### src/rtl/prog_uart_loader_pkg.sv
// Shared definitions for the UART program loader.
//   SYNC_BYTE   : frame start marker
//   ADDR_W/DATA_W : memory write port widths
//   frameState_t  : frame FSM encoding
//   rxState_t     : serial receiver FSM encoding
package prog_uart_loader_pkg;

  localparam logic [7:0] SYNC_BYTE = 8'hA5;
  localparam int unsigned ADDR_W = 8;
  localparam int unsigned DATA_W = 16;

  typedef enum logic [2:0] {
    IDLE,
    COUNT,
    DATA_LO,
    DATA_HI,
    CHECK
  } frameState_t;

  typedef enum logic [1:0] {
    RX_IDLE,
    RX_START,
    RX_DATA,
    RX_STOP
  } rxState_t;

endpackage

### src/rtl/prog_uart_loader_if.sv
// Memory write port bundle driven by the loader.
//   addrWr   : write address
//   dataWr   : write data {high byte, low byte}
//   wrEn     : one-cycle write strobe
//   loadDone : image accepted with good checksum (level)
//   loadErr  : one-cycle framing/checksum error pulse
// master = loader side, slave = memory/observer side.
interface prog_uart_loader_if;
  import prog_uart_loader_pkg::*;

  logic [ADDR_W-1:0] addrWr;
  logic [DATA_W-1:0] dataWr;
  logic              wrEn;
  logic              loadDone;
  logic              loadErr;

  modport master (
    output addrWr, dataWr, wrEn, loadDone, loadErr
  );

  modport slave (
    input addrWr, dataWr, wrEn, loadDone, loadErr
  );

endinterface

### src/rtl/prog_uart_loader_uart_rx.sv
// 8N1 serial receiver, LSB first, BIT_CYC = CLK_FREQ/BAUD clocks per bit.
//   clk, rst  : system clock, async active-high reset
//   rx        : raw serial line (idle high), synchronized internally
//   rxByte    : received byte, valid while byteValid is high
//   byteValid : one-cycle pulse in the stop-bit sample cycle (good stop)
//   frameErr  : one-cycle pulse in the stop-bit sample cycle (stop low)
module uart_rx #(
  parameter int unsigned CLK_FREQ = 1000,
  parameter int unsigned BAUD     = 100
) (
  input  logic       clk,
  input  logic       rst,
  input  logic       rx,
  output logic [7:0] rxByte,
  output logic       byteValid,
  output logic       frameErr
);
  import prog_uart_loader_pkg::*;

  localparam int unsigned BIT_CYC = CLK_FREQ / BAUD;
  localparam int unsigned HALF    = BIT_CYC / 2;
  localparam int unsigned CW      = $clog2(BIT_CYC + 1);

  logic          rxMeta, rxSync, rxPrev;
  rxState_t      state, stateN;
  logic [CW-1:0] cnt, cntN;
  logic [2:0]    bitIdx, bitIdxN;
  logic [7:0]    shReg, shRegN;

  always_ff @(posedge clk or posedge rst) begin
    if (rst) begin
      rxMeta <= 1'b1;
      rxSync <= 1'b1;
      rxPrev <= 1'b1;
      state  <= RX_IDLE;
      cnt    <= '0;
      bitIdx <= '0;
      shReg  <= '0;
    end else begin
      rxMeta <= rx;
      rxSync <= rxMeta;
      rxPrev <= rxSync;
      state  <= stateN;
      cnt    <= cntN;
      bitIdx <= bitIdxN;
      shReg  <= shRegN;
    end
  end

  always_comb begin
    stateN    = state;
    cntN      = cnt;
    bitIdxN   = bitIdx;
    shRegN    = shReg;
    byteValid = 1'b0;
    frameErr  = 1'b0;
    case (state)
      RX_IDLE: begin
        // falling edge of the synchronized line
        if (rxPrev && !rxSync) begin
          stateN = RX_START;
          cntN   = '0;
        end
      end
      RX_START: begin
        if (cnt == CW'(HALF - 1)) begin
          cntN    = '0;
          bitIdxN = '0;
          // still low at mid-start: real start bit, else a glitch
          stateN  = rxSync ? RX_IDLE : RX_DATA;
        end else begin
          cntN = cnt + 1'b1;
        end
      end
      RX_DATA: begin
        if (cnt == CW'(BIT_CYC - 1)) begin
          cntN    = '0;
          shRegN  = {rxSync, shReg[7:1]};
          bitIdxN = bitIdx + 1'b1;
          if (bitIdx == 3'd7) stateN = RX_STOP;
        end else begin
          cntN = cnt + 1'b1;
        end
      end
      RX_STOP: begin
        if (cnt == CW'(BIT_CYC - 1)) begin
          cntN      = '0;
          stateN    = RX_IDLE;
          byteValid = rxSync;
          frameErr  = !rxSync;
        end else begin
          cntN = cnt + 1'b1;
        end
      end
      default: stateN = RX_IDLE;
    endcase
  end

  assign rxByte = shReg;

endmodule

### src/rtl/prog_uart_loader.sv
// UART program loader: receives A5, N, 2N data bytes, checksum, and writes
// N 16-bit words to a 1R1W memory starting at address 0.
//   clk, rst : system clock, async active-high reset
//   rx       : serial input, 8N1, idle high
//   memWr    : memory write port (addrWr, dataWr, wrEn, loadDone, loadErr)
module prog_uart_loader #(
  parameter int unsigned CLK_FREQ = 1000,
  parameter int unsigned BAUD     = 100
) (
  input  logic                clk,
  input  logic                rst,
  input  logic                rx,
  prog_uart_loader_if.master  memWr
);
  import prog_uart_loader_pkg::*;

  logic [7:0] rxByte;
  logic       byteValid, frameErr;

  uart_rx #(.CLK_FREQ(CLK_FREQ), .BAUD(BAUD)) uRx (
    .clk       (clk),
    .rst       (rst),
    .rx        (rx),
    .rxByte    (rxByte),
    .byteValid (byteValid),
    .frameErr  (frameErr)
  );

  frameState_t       state, stateN;
  logic [7:0]        count, countN;
  logic [ADDR_W-1:0] addr, addrN;
  logic [7:0]        lowByte, lowByteN;
  logic [7:0]        csum, csumN;
  logic [ADDR_W-1:0] addrWr, addrWrN;
  logic [DATA_W-1:0] dataWr, dataWrN;
  logic              wrEn, wrEnN;
  logic              loadDone, loadDoneN;
  logic              loadErr, loadErrN;

  always_ff @(posedge clk or posedge rst) begin
    if (rst) begin
      state    <= IDLE;
      count    <= '0;
      addr     <= '0;
      lowByte  <= '0;
      csum     <= '0;
      addrWr   <= '0;
      dataWr   <= '0;
      wrEn     <= 1'b0;
      loadDone <= 1'b0;
      loadErr  <= 1'b0;
    end else begin
      state    <= stateN;
      count    <= countN;
      addr     <= addrN;
      lowByte  <= lowByteN;
      csum     <= csumN;
      addrWr   <= addrWrN;
      dataWr   <= dataWrN;
      wrEn     <= wrEnN;
      loadDone <= loadDoneN;
      loadErr  <= loadErrN;
    end
  end

  always_comb begin
    stateN    = state;
    countN    = count;
    addrN     = addr;
    lowByteN  = lowByte;
    csumN     = csum;
    addrWrN   = addrWr;
    dataWrN   = dataWr;
    wrEnN     = 1'b0;
    loadDoneN = loadDone;
    loadErrN  = 1'b0;
    if (frameErr) begin
      loadErrN = 1'b1;
      stateN   = IDLE;
    end else if (byteValid) begin
      case (state)
        IDLE: begin
          if (rxByte == SYNC_BYTE) begin
            loadDoneN = 1'b0;
            stateN    = COUNT;
          end
        end
        COUNT: begin
          countN = rxByte;
          addrN  = '0;
          csumN  = '0;
          stateN = DATA_LO;
        end
        DATA_LO: begin
          lowByteN = rxByte;
          csumN    = csum ^ rxByte;
          stateN   = DATA_HI;
        end
        DATA_HI: begin
          wrEnN   = 1'b1;
          addrWrN = addr;
          dataWrN = {rxByte, lowByte};
          csumN   = csum ^ rxByte;
          addrN   = addr + 1'b1;
          // count 0 stands for 256: the 8-bit incremented address
          // only returns to 0 after the 256th word
          stateN  = ((addr + 1'b1) == count) ? CHECK : DATA_LO;
        end
        CHECK: begin
          if (rxByte == csum) begin
            loadDoneN = 1'b1;
          end else begin
            loadDoneN = 1'b0;
            loadErrN  = 1'b1;
          end
          stateN = IDLE;
        end
        default: stateN = IDLE;
      endcase
    end
  end

  assign memWr.addrWr   = addrWr;
  assign memWr.dataWr   = dataWr;
  assign memWr.wrEn     = wrEn;
  assign memWr.loadDone = loadDone;
  assign memWr.loadErr  = loadErr;

endmodule

### src/flat_wrapper.sv
// flat-port wrapper written by rule: the top's interface ports become plain ports
module prog_uart_loader_flat import prog_uart_loader_pkg::*;
#(
  parameter int unsigned CLK_FREQ = 1000,
  parameter int unsigned BAUD     = 100
)
  (clk, rst, rx, memWr_addrWr, memWr_dataWr, memWr_wrEn, memWr_loadDone, memWr_loadErr);
  prog_uart_loader_if memWr_i ();
  input  logic clk;
  input  logic rst;
  input  logic rx;
  output wire logic [$bits(memWr_i.addrWr)-1:0] memWr_addrWr;
  output wire logic [$bits(memWr_i.dataWr)-1:0] memWr_dataWr;
  output wire logic [$bits(memWr_i.wrEn)-1:0] memWr_wrEn;
  output wire logic [$bits(memWr_i.loadDone)-1:0] memWr_loadDone;
  output wire logic [$bits(memWr_i.loadErr)-1:0] memWr_loadErr;
  assign memWr_addrWr = memWr_i.addrWr;
  assign memWr_dataWr = memWr_i.dataWr;
  assign memWr_wrEn = memWr_i.wrEn;
  assign memWr_loadDone = memWr_i.loadDone;
  assign memWr_loadErr = memWr_i.loadErr;
  prog_uart_loader #(.CLK_FREQ(CLK_FREQ), .BAUD(BAUD)) u_core (.clk(clk), .rst(rst), .rx(rx), .memWr(memWr_i));
endmodule
### config.mk
export PLATFORM = sky130hd
export DESIGN_NAME = prog_uart_loader_flat
export DESIGN_NICKNAME = d
export VERILOG_FILES = /design/src/rtl/prog_uart_loader_pkg.sv /design/src/rtl/prog_uart_loader_if.sv /design/src/rtl/prog_uart_loader_uart_rx.sv /design/src/rtl/prog_uart_loader.sv /design/src/flat_wrapper.sv
export SDC_FILE = /design/constraint.sdc
export NUM_CORES = 1
export LEC_CHECK = 0
export BUFFER_PORTS_ARGS = -buffer_cell sky130_fd_sc_hd__buf_2
export CORE_MARGIN = 5
export CORE_UTILIZATION = 45
export CTS_CLUSTER_DIAMETER = 200
export DETAILED_ROUTE_END_ITERATION = 16
export PLACE_DENSITY = 0.61
export REMOVE_ABC_BUFFERS = 1
export SLEW_MARGIN = 10
export SYNTH_ARGS = -nofsm -noshare
export SYNTH_HDL_FRONTEND = slang
export SYNTH_SLANG_ARGS = --single-unit
### constraint.sdc
create_clock -name clk -period 2.6 [get_ports clk]
set_input_delay 0.13 -clock clk [delete_from_list [all_inputs] [get_ports clk]]
set_output_delay 0.13 -clock clk [all_outputs]
set_load 0.02 [all_outputs]
# After elaboration in Yosys (flattened, before gate mapping)
# Cells that the tools add are included.
# totals
wordCells,98
output_inout_bits,27
regBits,82
input_bits,3
# classes
addsub,3
bitwise_logic,2
n_eq_ne,20
reduce_logical,21
n_mux,35
# ops
cell,n
8-bit one-hot mux with 2 select lines,2
3-bit two-way mux,6
3-bit AND reduction,6
8-bit == test,2
1-bit two-way mux,13
2-bit two-way mux,6
4-bit two-way mux,3
3-bit one-hot mux with 4 select lines,1
4-bit one-hot mux with 3 select lines,1
"2-bit != test, second input constant",5
2-bit nonzero test,5
"8-bit by 1-bit adder with 8-bit output, second input constant",1
"8-bit == test, second input constant",1
2-bit one-hot mux with 4 select lines,1
8-bit bitwise XOR,1
"3-bit by 2-bit == test with 1-bit output, second input constant",2
"3-bit == test, second input constant",2
3-bit one-hot mux with 2 select lines,1
5-bit AND reduction,1
"4-bit by 1-bit adder with 4-bit output, second input constant",1
"2-bit == test, second input constant",2
"4-bit by 3-bit == test with 1-bit output, second input constant",1
"4-bit == test, second input constant",1
2-bit AND reduction,2
other kinds (13),14

# Depth between registers and ports, before layout
# logic_depth
depth_word,6
depth_mapped,9
ltp_nobuf,7

# Hierarchy
# From an unflattened synthesis, not the netlist that was laid out.
# unflattened
hier_cells,361
hier_area_um2,3881.2
# by_module_without_submodules
module,cells_each,seq_area_each_um2,instances,area_each_um2
prog_uart_loader,283,1551.5,1,2889.0
uart_rx,78,504.2,1,992.2

# Worst setup path after synthesis
# Ideal clock, no wire load.
# synth_timing
path_kind,reg-to-reg
start,register u_core.uRx.cnt[1]
end,register u_core.count[0]
setup_slack_ns,0.450
stages_incl_launch_ff,9
t_arrival_ns,2.025
setup_ns,0.125
required_ns,2.475
synth_period_minus_slack_ns,2.150
n_path_buf,2
path_cell_list,dfrtp_1 > inv_1 > ha_1 > nand3b_4 > or4_4 > buf_6 > or2_1 > buf_6 > mux2_4
# synth_between
elab_chain_len,5
elab_cells_between_ends,7
cone_classes,1 x eq/ne; 4 x mux; 1 x bitwise; 1 x reduce/logical
# synth_lines
item,line,text
from (decl),prog_uart_loader_uart_rx.sv:26,"logic [CW-1:0] cnt, cntN;"
from (signal assigned),prog_uart_loader_uart_rx.sv:44,cnt <= cntN;
4-bit == test *,prog_uart_loader_uart_rx.sv:86,if (cnt == CW'(BIT_CYC - 1)) begin
1-bit two-way mux,prog_uart_loader_uart_rx.sv:86,
1-bit two-way mux,prog_uart_loader_uart_rx.sv:57,case (state)
1-bit NOT (no source line),--,
3-bit AND reduction (no source line) *,--,
to (signal assigned),prog_uart_loader.sv:54,count <= countN;
to (decl),prog_uart_loader.sv:30,"logic [7:0] count, countN;"
# Mark *: on every way between the ends. The rest lies on a longest branch, timed or not.
# A chain may end at the register's enable or synchronous reset.

# Worst setup path in the final report
# Same ends and word-level chain as after synthesis.

==> flow_summary_export.csv <==
group,metric,value,unit
worst_setup_path,timing.rr.start,"u_core.uRx.cnt[1]",
route,avgViaCountPerCell,5.430,
placed_design,numPlacedInstances,435,
floorplanning,io_pins,30,
worst_setup_path,worstPathRequired,2.85,ns
worst_setup_path,startpoint_type,"flip-flop",
synth,synth_largest_area_cell,"dfrtp_1",
synth,netlist_area,3864,µm²
worst_setup_path,reg2reg_depth,6,
clocking,clockBufferDepth,2,
final_layout,instances_no_fill,453,
placed_design,dp_worst_setup_slack,0.4149,ns
worst_setup_path,crit_type,"flip-flop to flip-flop",
power,power_density,599.6,nW/µm²
sta,clock.fmax,0.4603,GHz
route,dr_total_vias,2460,
synth,ys.flop_type,"dfrtp_1",
sta,min_period_over_period,83.55,%
clocking,insertion_delay,0.36,ns
final_layout,area_growth_syn_to_layout,11.53,%
route,first_iter_violations,70,
synth,ys_warn_count,0,
synth,async_flop_share,100.0,%
floorplanning,fp.dieH,102.7,µm
route,avgRoutedWirePerCell,15.48,µm
global_routing,grt_max_degree,45,
worst_setup_path,cp.arrival,2.42,ns
synth,synth_seq_cells,82,
worst_hold_path,whs_endpoint,"u_core.uRx.rxSync",
global_routing,grt_overflow,0,
sta,finalSetupViolCount,0,
worst_setup_path,critical-path-top-delay-family,"simple AND/OR/NAND/NOR gates",
route,drc,0,
sta,slew_headroom,48.12,%
route,antenna_left,0,
global_routing,antenna_found_initial,0,
worst_setup_path,path_max_fanout,8,
worst_setup_path,critPathBufInv,1,
final_layout,diodes,0,
sta,tns,0,ns
worst_setup_path,r2r_end,"u_core.count[0]",
synth,yosys.area.top_type_share,51.17,%
route,dr.pass1.iters,4,
floorplanning,row_count,33,
sta,hold_violations,0,
sta,timing.clock.skew,0.008090,ns
sta,slew_viol_final,0,
clocking,clk_pin_slew_worst_paths,0.09,ns
sta,finalCriticalPeriod,2.172,ns
clocking,cts_sinks,82,
power,vdd_ir_drop_max,0.3166,mV
worst_setup_path,cp_slowest_cell,"or4_4",
final_layout,post-route-util,51.92,%
worst_hold_path,worstHoldStart,"u_core.uRx.rxMeta",
worst_setup_path,cpPeakStageDelay,0.52,ns
flow_run,maxCapViolCount,0,
clocking,htreeDepth,3,
worst_hold_path,hold_class,"flip-flop to flip-flop",
floorplanning,die-area,10540,µm²
worst_setup_path,crit_chain,"inv_1 -> ha_1 -> nand3b_4 -> or4_4 -> or2_1 -> mux2_4",
power,leakagePower,2.227,nW
clocking,root_buffer,"clkbuf_8",
floorplanning,coreArea,8299,µm²
global_routing,grt_pass1_wl,12.52,mm
sta,worst_pin_slew,0.7773,ns
placed_design,gp_congestion,0.8282,
synth,syn_inst,307,
worst_hold_path,hold_depth,0,
clocking,cts_tree,"yes",
placed_design,portBuffers,29,
final_layout,drive_gt1_share,33.62,%
outcome,status,"completed",
synth,ys_seq_area_share,53.21,%
worst_setup_path,cp-end-kind,"flip-flop",
global_routing,first_global_vias,2638,
clocking,cts_resized,0,
floorplanning,die_w,102.7,µm
synth,synth_edf_count,0,
sta,layout_setup_ws,0.4277,ns
route,finalWirelength,7.013,mm
synth,avgSynthCellArea,12.59,µm²
placed_design,place_hpwl,4.778,mm
floorplanning,start_util,46.56,%
sta,rsz0062_at_grt,"false",
synth,synth_cell_types,52,
worst_setup_path,worstSetupPathDepth,6,
global_routing,track_usage,15.50,%
final_layout,final_nets,352,
clocking,cts_buffers,9,
synth,ys_top_cells_by_area,"dfrtp_1 51%, mux2_2 12%, a22o_1 3.9%, mux2_4 3.1%, nand2b_1 2.6%",
worst_setup_path,r2r_setup_slack,0.43,ns
sequential cells by signal (all words and copies together) (netlist names), 3 cells and up, named ones only:
| register | flops |
|---|---|
| u_core.state | 3 |
| u_core.count | 8 |
| u_core.memWr.dataWr | 16 |
| u_core.csum | 8 |
| u_core.memWr.addrWr | 8 |
| u_core.addr | 8 |
| u_core.uRx.bitIdx | 3 |
| u_core.uRx.cnt | 4 |
| u_core.uRx.rxByte | 8 |
| u_core.lowByte | 8 |
cells in the mapped netlist (3+ instances only):
master    instances
a21o_1            5
a21oi_1           4
a22o_1           17
buf_6             4
clkbuf_1          5
dfrtp_1          79
dfstp_2           3
ha_1              6
inv_1             9
mux2_2           42
mux2_4            8
nand2_1          12
nand2b_1         16
nand3_1           5
nand4_1           6
nor2_1           10
nor3_1            6
o21ai_0          17
o22ai_1           3
xnor2_1           4
xor2_1            4
what timing repair did:
item / 4_1_cts / 5_1_grt
endpoints found under the hold margin: 42 / 0
hold buffers: 2 / 0
setup buffers: 0 / 0
how the worst max path moves through the flow:
| stage | from | end |
|---|---|---|
| after floorplan | rst | async pin |
| after global placement | u_core.uRx.cnt[1] | u_core.count[3] |
| after detailed placement | u_core.uRx.cnt[1] | u_core.count[0] |
| after CTS | u_core.uRx.cnt[1] | u_core.count[0] |
| after global routing | u_core.addr[0] | u_core.state[2] |
| final | u_core.uRx.cnt[1] | u_core.count[0] |
per-layer routing:
layer | GRT usage, % | part of all wire [%]
met5 | 0 | 0
met4 | 6.862 | 2.0
met3 | 3.654 | 3.1
met2 | 24.68 | 46
met1 | 20.23 | 48
metrics by stage:
stage                     hold slack (ns)  area [µm²]  power [mW]
after floorplan                    0.1345        3755       1.662
after global placement             0.2401        4105       1.729
after detailed placement           0.2362        4105       1.741
after CTS                          0.3626        4309       2.626
after global routing               0.3692        4309       2.738
final                              0.3608        4309       2.584
cell type report:
cell class	count	area, µm²
Fill cell	721	3990
Multi-Input combinational cell	202	1665
Tap cell	105	131.4
Sequential cell	82	2056
Inverter	9	35.03
Timing Repair Buffer	39	237.7
Clock inverter	7	60.06
Clock buffer	9	123.9
power breakdown:
| part | internal [mW] | total (mW) | switching [mW] |
|---|---|---|---|
| Combinational | 0.140 | 0.293 | 0.154 |
| Clock | 0.365 | 0.872 | 0.507 |
| Sequential | 1.33 | 1.42 | 0.0843 |
| Total | 1.84 | 2.58 | 0.745 |
placed cells by master (no fill, tap or decap), types with 4 or more instances in the layout:
cell type | synthesis | final
dfrtp_1 | 79 | 79
mux2_2 | 42 | 42
buf_2 | 2 | 29
o21ai_0 | 17 | 17
a22o_1 | 17 | 17
nand2b_1 | 16 | 16
nand2_1 | 12 | 12
nor2_1 | 10 | 10
clkbuf_8 | 2 | 9
inv_1 | 9 | 8
mux2_4 | 8 | 8
buf_4 | 1 | 7
nand4_1 | 6 | 6
nor3_1 | 6 | 6
ha_1 | 6 | 6
nand3_1 | 5 | 5
a21o_1 | 5 | 5
a21oi_1 | 4 | 4
xnor2_1 | 4 | 4
xor2_1 | 4 | 4
kinds of logic after synthesis:
kind of cell	share of synthesized area (%)
adders and majority gates	1.943
and+or+nand+nor	12.60
buffers and inverters	3.692
DFF	53.21
muxes	15.35
AOI/OAI and AO/OA	10.82
xor gates and xnor gates	2.396
(Power assumes the default switching activity.)
